==> src/rtl/spike_rate_decoder.sv <==
// Spike-train decoder: windowed spike-rate count behind a valid/ready buffer, plus an ISI measurement.
// Optional burst flag is built only when SPIKE_BURST_DETECT_EN is defined.
module spike_rate_decoder #(
    parameter int WINDOW_CYCLES = 256,
    parameter int CNT_W         = 8,
    parameter int ISI_W         = 8,
    parameter int BURST_ISI     = 4
) (
    input  logic             clk,
    input  logic             rst,
    input  logic             ena,
    input  logic             spike_i,
    output logic [CNT_W-1:0] rate_o,
    output logic             rate_valid_o,
    input  logic             rate_ready_i,
    output logic             rate_drop_o,
    output logic [ISI_W-1:0] isi_o,
    output logic             isi_valid_o,
    output logic             burst_o
);

    localparam int WIN_W = (WINDOW_CYCLES > 1) ? $clog2(WINDOW_CYCLES) : 1;
    localparam logic [WIN_W-1:0] WIN_LAST    = WIN_W'(WINDOW_CYCLES - 1);
    localparam logic [CNT_W-1:0] CNT_MAX     = '1;
    localparam logic [ISI_W-1:0] ISI_MAX     = '1;
    localparam logic [ISI_W-1:0] ISI_PRE_MAX = ISI_MAX - ISI_W'(1);
    localparam logic [ISI_W-1:0] ISI_ONE     = ISI_W'(1);

    typedef enum logic {
        S_IDLE    = 1'b0,
        S_MEASURE = 1'b1
    } isi_state_t;

    logic             r_spike_q;
    logic [WIN_W-1:0] r_win_cnt;
    logic [CNT_W-1:0] r_spk_cnt;
    logic [CNT_W-1:0] r_rate;
    logic             r_rate_valid;
    logic             r_rate_drop;
    isi_state_t       r_isi_state;
    logic [ISI_W-1:0] r_isi_cnt;
    logic [ISI_W-1:0] r_isi;
    logic             r_isi_valid;

    logic             w_event;
    logic             w_win_close;
    logic [CNT_W-1:0] w_spk_inc;
    isi_state_t       w_isi_state_next;
    logic [ISI_W-1:0] w_isi_cnt_next;
    logic             w_isi_report;

    // A rising edge seen while disabled is absorbed by r_spike_q and never counted later.
    assign w_event     = spike_i & ~r_spike_q & ena;
    assign w_win_close = ena && (r_win_cnt == WIN_LAST);
    assign w_spk_inc   = (w_event && (r_spk_cnt != CNT_MAX)) ? r_spk_cnt + CNT_W'(1) : r_spk_cnt;

    always_ff @(posedge clk) begin
        if (rst) begin
            r_spike_q <= 1'b0;
        end else begin
            r_spike_q <= spike_i;
        end
    end

    always_ff @(posedge clk) begin
        if (rst) begin
            r_win_cnt <= '0;
            r_spk_cnt <= '0;
        end else if (ena) begin
            if (w_win_close) begin
                r_win_cnt <= '0;
                r_spk_cnt <= '0;
            end else begin
                r_win_cnt <= r_win_cnt + WIN_W'(1);
                r_spk_cnt <= w_spk_inc;
            end
        end
    end

    // A closing window always wins over a same-cycle transfer; drop only if the old value was never taken.
    always_ff @(posedge clk) begin
        if (rst) begin
            r_rate       <= '0;
            r_rate_valid <= 1'b0;
            r_rate_drop  <= 1'b0;
        end else if (w_win_close) begin
            r_rate       <= w_spk_inc;
            r_rate_valid <= 1'b1;
            if (r_rate_valid && !rate_ready_i) begin
                r_rate_drop <= 1'b1;
            end
        end else if (r_rate_valid && rate_ready_i) begin
            r_rate_valid <= 1'b0;
        end
    end

    always_ff @(posedge clk) begin
        if (rst) begin
            r_isi_state <= S_IDLE;
            r_isi_cnt   <= '0;
            r_isi       <= '0;
            r_isi_valid <= 1'b0;
        end else begin
            r_isi_state <= w_isi_state_next;
            r_isi_cnt   <= w_isi_cnt_next;
            r_isi_valid <= w_isi_report;
            if (w_isi_report) begin
                r_isi <= r_isi_cnt;
            end
        end
    end

    // Counter reaching its ceiling abandons the interval instead of reporting a saturated value.
    always_comb begin
        w_isi_state_next = r_isi_state;
        w_isi_cnt_next   = r_isi_cnt;
        w_isi_report     = 1'b0;
        case (r_isi_state)
            S_IDLE: begin
                if (w_event) begin
                    w_isi_state_next = S_MEASURE;
                    w_isi_cnt_next   = ISI_ONE;
                end
            end
            S_MEASURE: begin
                if (w_event) begin
                    w_isi_report   = 1'b1;
                    w_isi_cnt_next = ISI_ONE;
                end else if (ena) begin
                    if (r_isi_cnt >= ISI_PRE_MAX) begin
                        w_isi_cnt_next   = ISI_MAX;
                        w_isi_state_next = S_IDLE;
                    end else begin
                        w_isi_cnt_next = r_isi_cnt + ISI_ONE;
                    end
                end
            end
            default: begin
                w_isi_state_next = S_IDLE;
                w_isi_cnt_next   = '0;
            end
        endcase
    end

`ifdef SPIKE_BURST_DETECT_EN
    logic r_burst;
    logic w_is_burst;

    assign w_is_burst = (32'(r_isi_cnt) <= 32'(BURST_ISI));

    always_ff @(posedge clk) begin
        if (rst) begin
            r_burst <= 1'b0;
        end else begin
            r_burst <= w_isi_report && w_is_burst;
        end
    end

    assign burst_o = r_burst;
`else
    assign burst_o = 1'b0 && (BURST_ISI >= 0);
`endif

    assign rate_o       = r_rate;
    assign rate_valid_o = r_rate_valid;
    assign rate_drop_o  = r_rate_drop;
    assign isi_o        = r_isi;
    assign isi_valid_o  = r_isi_valid;

endmodule

==> config.mk <==
export PLATFORM = sky130hd
export DESIGN_NAME = spike_rate_decoder
export DESIGN_NICKNAME = d
export VERILOG_FILES = /design/src/rtl/spike_rate_decoder.sv
export SDC_FILE = /design/constraint.sdc
export NUM_CORES = 1
export LEC_CHECK = 0
export ABC_AREA = 1
export CORE_MARGIN = 10
export CORE_UTILIZATION = 55
export CTS_CLUSTER_SIZE = 25
export DETAILED_ROUTE_END_ITERATION = 10
export PLACE_DENSITY_LB_ADDON = 0.25
export SLEW_MARGIN = 20
export SYNTH_ARGS = -nofsm -noshare
export SYNTH_HDL_FRONTEND = slang
export SYNTH_SLANG_ARGS = --single-unit
export TNS_END_PERCENT = 1
==> constraint.sdc <==
create_clock -name clk -period 1.53 [get_ports clk]
set_input_delay 0.153 -clock clk [delete_from_list [all_inputs] [get_ports clk]]
set_output_delay 0.153 -clock clk [all_outputs]
set_load 0.02 [all_outputs]
; ---- After elaboration in Yosys (flattened, before gate mapping)
; Index checks and enable logic that the tools add are counted.
[totals]
in_bits = 5
wordCells = 46
register_bits = 45
out_inout_bits = 20
[classes]
add_sub_neg = 3
mux = 16
reduce_logical = 8
n_bitwise = 4
eq_ne = 4
magnitude_cmp = 1
[ops]
columns = operator, n
row1 = $mux 8, 7
row2 = $add 8x1->8 const B, 3
row3 = $pmux 8 s2, 1
row4 = $eq 8x8->1 const B, 1
row5 = $ge 8x8->1 const B, 1
row6 = $ne 8x8->1 const B, 1
row7 = $mux 1, 7
row8 = $logic_and 1x1->1, 4
row9 = $reduce_and 2->1, 2
row10 = $ne 3x2->1 const B, 1
row11 = $and 1x1->1, 2
row12 = $ne 2x2->1 const B, 1
row13 = $not 1->1, 2
row14 = $pmux 1 s2, 1
row15 = $reduce_bool 2->1, 1
row16 = $logic_not 1->1, 1

; ---- Longest topological paths before layout
; Gate-level depths: netlist (run 1).
[depth]
word_depth = 6
depth_mapped = 9
mapped_depth_nobuf = 9

; ---- Worst setup path before layout (run 1)
; No wires, ideal clock.
[synth_path]
kind = register -> register
from = register r_spk_cnt[0]
to = register r_spk_cnt[3]
stages_incl_launch_ff = 9
t_required_ps = 1402
period_less_slack_ps = 1319
arrival_time_ps = 1191
setup_slack_ps = 211
path_cell_list = dfxtp_1 > ha_1 > nand2_1 > nor2_1 > nand2_2 > buf_6 > a21o_1 > nand3_1 > nor2_1
[synth_via]
elab_chain_cells = 4
[synth_rtl]
columns = element, line
row1 = "start, declared", 36  ; logic [CNT_W-1:0] r_spk_cnt;
row2 = "start signal, assigned", 75  ; r_spk_cnt <= w_spk_inc;
row3 = "parallel branches: the longest is 2 deep, another holds $add 8x1->8", -
row4 = $mux 8 *, 55  ; assign w_spk_inc = (w_event && (r_spk_cnt != CNT_MAX)) ? r_spk_cnt + CNT_W'(1) : r_spk_cnt;
row5 = $mux 8 *, 70  ; if (w_win_close) begin
; Every way passes the cells marked *.
; A chain may end at the register's enable or synchronous reset.

; ---- Worst setup path in the final report (run 1)
[layout_path]
from = register r_rate[7], in the netlist rate_o[7]
to = output rate_o[7]
[layout_rtl]
columns = element, line
row1 = "start, declared", 37  ; logic [CNT_W-1:0] r_rate;
row2 = "start signal, assigned", 87  ; r_rate <= w_spk_inc;
row3 = "end, declared", 13  ; output logic [CNT_W-1:0] rate_o,
; No word-level cell between the ends.

==> results_dict.tcl, run 1 <==
set metrics [dict create \
    status "complete, no violations" \
    p_clk_frac 0.440 \
    worst_setup_path_end_kind "output pin" \
    syn_area_um2 2130 \
    crit_start "rate_o[7]" \
    drc 0 \
    ys_ff_latch 45 \
    clk_latency_ps 310 \
    path_delay_family "buffers and inverters" \
    criticalPathCategory "reg2out" \
    place.detailed.hpwl_mm 3.35 \
    synth.distinct_cells 32 \
    synthXorXnorAreaFrac 0.0164 \
    use_met2 0.222 \
    yosys_warnings 0 \
    p_sw_frac 0.212 \
    die_h_um 82.2 \
    crit_path_start_kind "flop" \
    worstHoldStart "rate_o[2]" \
    p_total_mw 2.40 \
    syn2layout_area_growth_pct 23.8 \
    crit_buf_inv 1 \
    avgViaCountPerCell 5.09 \
    seq_area_frac_synth 0.423 \
    maxCapViolCount 0 \
    critPathRequiredTime_ps 1380 \
    dpl-instance-area_um2 2480 \
    p_sw_mw 0.510 \
    min_period_ps 1420 \
    hold_viol 0 \
    irDropWorstVdd_v 0.000675 \
    pin_count 25 \
    critPathMaxStageDelay_ps 610 \
    p_int_mw 1.89 \
    clkSinkCount 45 \
    die_area_um2 6760 \
    h-tree-depth 2 \
    syn_inst 294 \
    synth_fa_ha_area_frac 0.0235 \
    cts_root_buffer "clkbuf_8" \
    wl_mm 4.59 \
    busiest_layer "met2" \
    period_share 0.925 \
    io_buffers 23 \
    synth_top_family_by_area "simple AND/OR/NAND/NOR gates" \
    antennaDiodeCount 0 \
    grt_pass1_wl_mm 7.59 \
    drtAntennaViolNets 0 \
    synth_compound_area_frac 0.0705 \
    drt_iter0_drc 158 \
    seq_power_share 0.498 \
    synth_nets 303 \
    grt_pass1_vias 1683 \
    rsz0062_at_grt "no" \
    core_area_um2 3720 \
    grt.total_usage 0.142 \
    drv_slew 0 \
    fin_area_um2 2640 \
    cts_buffer_depth 2 \
    utilization 0.710 \
    hold_class "reg2reg" \
    via_count 1941 \
    final_common_cell "nand2_1" \
    grt_overflow 0 \
    cts_hold_buf 0 \
    dr.pass1.iters 4 \
    avgSynthCellArea_um2 7.25 \
    met1_usage 0.176 \
    layout_common_cells "nand2_1 (84), dfxtp_1 (43), nand3_1 (40)" \
    drive_above_1_share 0.135 \
    critPathSlowestCell "clkdlybuf4s50_1" \
    synthMuxAreaShare 0 \
    use_met3 0.0410 \
    gp_congestion 0.874 \
    p_leak_nw 1.07 \
    layout.nets 341 \
    rows 22 \
    arrival_ps 1260 \
    setup_viol 0 \
    worstPathMaxFanout 2 \
    wire_per_inst_um 12.0 \
    tritoncts.num_buffers 5 \
    die_x_um 82.2 \
    antenna_found_initial 0 \
    synthSimpleGateAreaFrac 0.389 \
    timing.rr.start "r_spk_cnt[1]" \
    cellPowerDensity_nw_per_um2 910 \
    grt_max_degree 32 \
    fmax_ghz 0.706 \
    initial_core_util 0.573 \
    cp_cell_sequence "clkdlybuf4s50_1" \
    cts_tree "built" \
    pwr-share-comb 0.062 \
    skew_ps 14.1 \
    clk_pin_slew_worst_paths_ps 80 \
]
## layout make-up
class,count,area (um^2)
repair buffers,40,370
flip-flops and latches,45,903
multi-input cells,214,1070
inverters,26,100
clock inverters,3,65.1
fillers,302,1080
well taps,48,60.1
clock buffers,5,68.8
## metrics by stage
step / setup WS (ps) / TNS [ps] / cells / hold slack, ps
after global placement: -2.60 / -4.31 / 370 / 440
after global routing: 0.657 / 0 / 381 / 467
final: 114 / 0 / 381 / 454
after detailed placement: -24.7 / -115 / 370 / 444
after CTS: 49.4 / 0 / 378 / 459
after floorplan: 211 / 0 / 294 / 260
## power by group through the flow
stage	Combinational, mW	Clock (mW)	Sequential [mW]
floorplan	0.0917	0	1.22
global placement	0.145	0	1.22
detailed placement	0.147	0	1.22
CTS	0.148	1.08	1.20
global route	0.165	1.12	1.20
finish	0.149	1.06	1.20
## per-layer routing
layer | part of all wire | vias up
li1 | - | 1027
met3 | 0.062 | 5
met4 | 0.014 | 0
met2 | 0.47 | 43
met5 | 0 | -
met1 | 0.46 | 866
## synthesized netlist by cell type
cell type / number / area, um^2
o21ai_1: 1 / 5.00
nand3b_2: 1 / 11.3
nand2_1: 84 / 315
xor2_1: 3 / 26.3
nor3_2: 1 / 10.0
a21oi_1: 19 / 95.1
conb_1: 1 / 3.75
inv_1: 23 / 86.3
a21o_1: 1 / 7.51
nand3b_1: 1 / 7.51
o211ai_1: 2 / 15.0
nand2_2: 5 / 31.3
nand3_4: 1 / 17.5
buf_4: 1 / 7.51
nor4_1: 1 / 6.26
clkbuf_1: 4 / 15.0
buf_6: 3 / 33.8
inv_2: 2 / 7.51
nand4_1: 5 / 31.3
nor2_4: 4 / 45.0
o21ai_0: 4 / 20.0
nand3_2: 1 / 10.0
nand3_1: 40 / 200
xnor2_1: 1 / 8.76
buf_2: 1 / 5.00
nor3_1: 4 / 20.0
nor2_1: 28 / 105
inv_4: 1 / 6.26
o21bai_1: 1 / 7.51
nor3b_4: 1 / 18.8
dfxtp_1: 45 / 901
ha_1: 4 / 50.1
## repair_timing
item	in CTS	in global routing
gates resized for setup	0	3
endpoints found under the setup margin	0	9
setup buffers	0	3
## registers in the layout, indices dropped and copies added, names as in the netlist, 8 cells and up
name and count:
rate_o 8, r_win_cnt 8, r_isi_cnt 8, r_spk_cnt 8
isi_o 8
## path summary, 6_finish.rpt
path / to / slack, ps / cells past startpoint
max reg2reg: r_spk_cnt[3] / 120 / 8
min reg2reg: rate_o[2] / 450 / 2
min: rate_o[2] / 450 / 2
max: rate_o[7] / 110 / 1
## cells by family after synthesis
kind of cell	after synthesis
AND/OR/NAND/NOR	177
flip-flops	45
buffers and inverters	35
AO/OA/AOI/OAI	28
XOR/XNOR	4
adder cells (fa/ha/maj)	4
other	1
Power figures use the tool's default switching activity.
==> inputs of run 2 (changes only) <==
--- a/config.mk
+++ b/config.mk
@@ -10,6 +10,8 @@
 export CORE_UTILIZATION = 55
 export CTS_CLUSTER_SIZE = 25
 export DETAILED_ROUTE_END_ITERATION = 10
+export GPL_ROUTABILITY_DRIVEN = 0
+export GPL_TIMING_DRIVEN = 0
 export PLACE_DENSITY_LB_ADDON = 0.25
 export SLEW_MARGIN = 20
 export SYNTH_ARGS = -nofsm -noshare
==> run 2 against run 1 <==
Die area unchanged. Clock power down 32%. Sequential power about the same. Critical endpoint is now rate_o[1]. Routed wire length up 1.2%. Highest routed layer unchanged. Global-route usage up 0.61 points. Cell area down 4.5%. Cell count down 2.6%. First-iteration DRC count up 56%. Flip-flop and latch count unchanged.
==> results_dict.tcl, run 2 (synthesized netlist as in run 1, its figures left out) <==
set metrics [dict create \
    drtAntennaViolNets 0 \
    cp_cell_sequence "ha_1, inv_1, nor3_2, nand2_2, nor2_4, nand3_1, nand2_1" \
    crit_buf_inv 1 \
    utilization 0.678 \
    final_common_cell "nand2_1" \
    p_leak_nw 0.985 \
    pin_count 25 \
    cts_root_buffer "clkbuf_8" \
    tritoncts.num_buffers 5 \
    cts_buffer_depth 2 \
    p_sw_frac 0.226 \
    drv_slew 0 \
    grt_pass1_vias 1729 \
    worst_pin_slew_ps 534 \
    place.detailed.hpwl_mm 3.43 \
    core_area_um2 3720 \
    cts_setup_buffers 0 \
    p_clk_frac 0.351 \
    critPathMaxStageDelay_ps 350 \
    hold_viol 0 \
    criticalPathCategory "reg2reg" \
    grt_overflow 0 \
    fmax_ghz 0.699 \
    grt_max_degree 13 \
    layout.nets 332 \
    cts_tree "built" \
    status "complete, no violations" \
    relSlewSlack 0.644 \
    die_h_um 82.2 \
    irDropWorstVdd_v 0.000566 \
    dr.pass1.iters 4 \
    die_area_um2 6760 \
    avgViaCountPerCell 5.14 \
    grt.total_usage 0.148 \
    rows 22 \
    skew_ps 6.76 \
    h-tree-depth 2 \
    worstPathMaxFanout 8 \
    min_period_ps 1430 \
    pwr-share-comb 0.063 \
    clkSinkCount 45 \
    clk_latency_ps 300 \
    crit_path_start_kind "flop" \
    period_share 0.934 \
    path_delay_family "simple AND/OR/NAND/NOR gates" \
    seq_power_share 0.585 \
    drive_above_1_share 0.105 \
    cellPowerDensity_nw_per_um2 815 \
    fin_area_um2 2520 \
    antennaDiodeCount 0 \
    syn2layout_area_growth_pct 18.3 \
    layout_common_cells "nand2_1 (83), dfxtp_1 (42), nand3_1 (40)" \
    fillers 325 \
    p_int_mw 1.59 \
    critPathSlowestCell "dfxtp_2" \
    grt_pass1_wl_mm 8.05 \
    critPathRequiredTime_ps 1770 \
    hold_class "in2reg" \
    drc 0 \
    via_count 1908 \
    wl_mm 4.64 \
    p_sw_mw 0.465 \
    dpl-instance-area_um2 2410 \
    antenna_found_initial 0 \
    worst_setup_path_end_kind "flop" \
    setup_viol 0 \
    drt_iter0_drc 247 \
    maxCapViolCount 0 \
    initial_core_util 0.573 \
    clk_pin_slew_worst_paths_ps 70 \
    wire_per_inst_um 12.5 \
    io_buffers 22 \
    die_x_um 82.2 \
    arrival_ps 1670 \
]
==> run 2: changes by cell type in the layout (fill, tap and decap cells not counted), moves of 2 or more <==
cell,delta
clkbuf_1,+5
buf_6,+3
buf_4,-15
bufinv_16,-2
==> run 2: through the flow <==
step	setup slack, ps	instances	power (mW)	TNS (ps)	hold slack [ps]
2_1_floorplan	211	294	1.32	0	260
3_3_place_gp	-14.0	364	1.35	-23.9	437
3_5_place_dp	-55.4	364	1.35	-170	440
4_1_cts	42.1	371	2.08	0	159
5_1_grt	-31.5	371	2.15	-87.9	180
6_report	100	371	2.05	0	162
==> run 2: per-layer routing <==
metal | wire length (um) | vias up | GRT usage
met2 | 2080 | 35 | 0.225
met5 | 0 | - | 0
li1 | - | 1002 | -
met3 | 271 | 7 | 0.0464
met4 | 61 | 0 | 0.0493
met1 | 2230 | 864 | 0.193
==> run 2: cell type report <==
cell class | count | area (um^2) | share of cell area
multi-input cells | 214 | 1090 | 0.432
flip-flops and latches | 45 | 905 | 0.359
repair buffers | 22 | 220 | 0.0873
inverters | 26 | 100 | 0.0397
clock buffers | 7 | 86.3 | 0.0342
plain buffers | 9 | 61.3 | 0.0243
well taps | 48 | 60.1 | 0.0238
==> run 2: worst paths after layout <==
path / slack, ps / from / depth (start not counted) / end
setup / recovery: 100 / r_win_cnt[0] / 7 / rate_o[1]
hold reg to reg: 450 / rate_o[4] / 2 / rate_o[4]
setup reg to reg: 100 / r_win_cnt[0] / 7 / rate_o[1]
hold / removal: 160 / ena / 3 / r_win_cnt[0]
==> run 2: power by group through the flow <==
stage / clock (mW) / combinational, mW / sequential (mW)
final: 0.722 / 0.130 / 1.20
after global routing: 0.804 / 0.145 / 1.21
after CTS: 0.749 / 0.129 / 1.20
after detailed placement: 0 / 0.128 / 1.23
after global placement: 0 / 0.125 / 1.23
after floorplan: 0 / 0.0917 / 1.22
==> run 2: what timing repair did <==
| item | 4_1_cts | 5_1_grt |
|---|---|---|
| endpoints found under the hold margin | 0 | 0 |
| setup endpoints to repair | 0 | 26 |
| hold buffers | 0 | 0 |
| resized for setup | 0 | 7 |
==> run 2: worst min-delay path, stage by stage <==
cell and delay, ps:
buf_6 120, a21oi_1 70, nor2_1 70
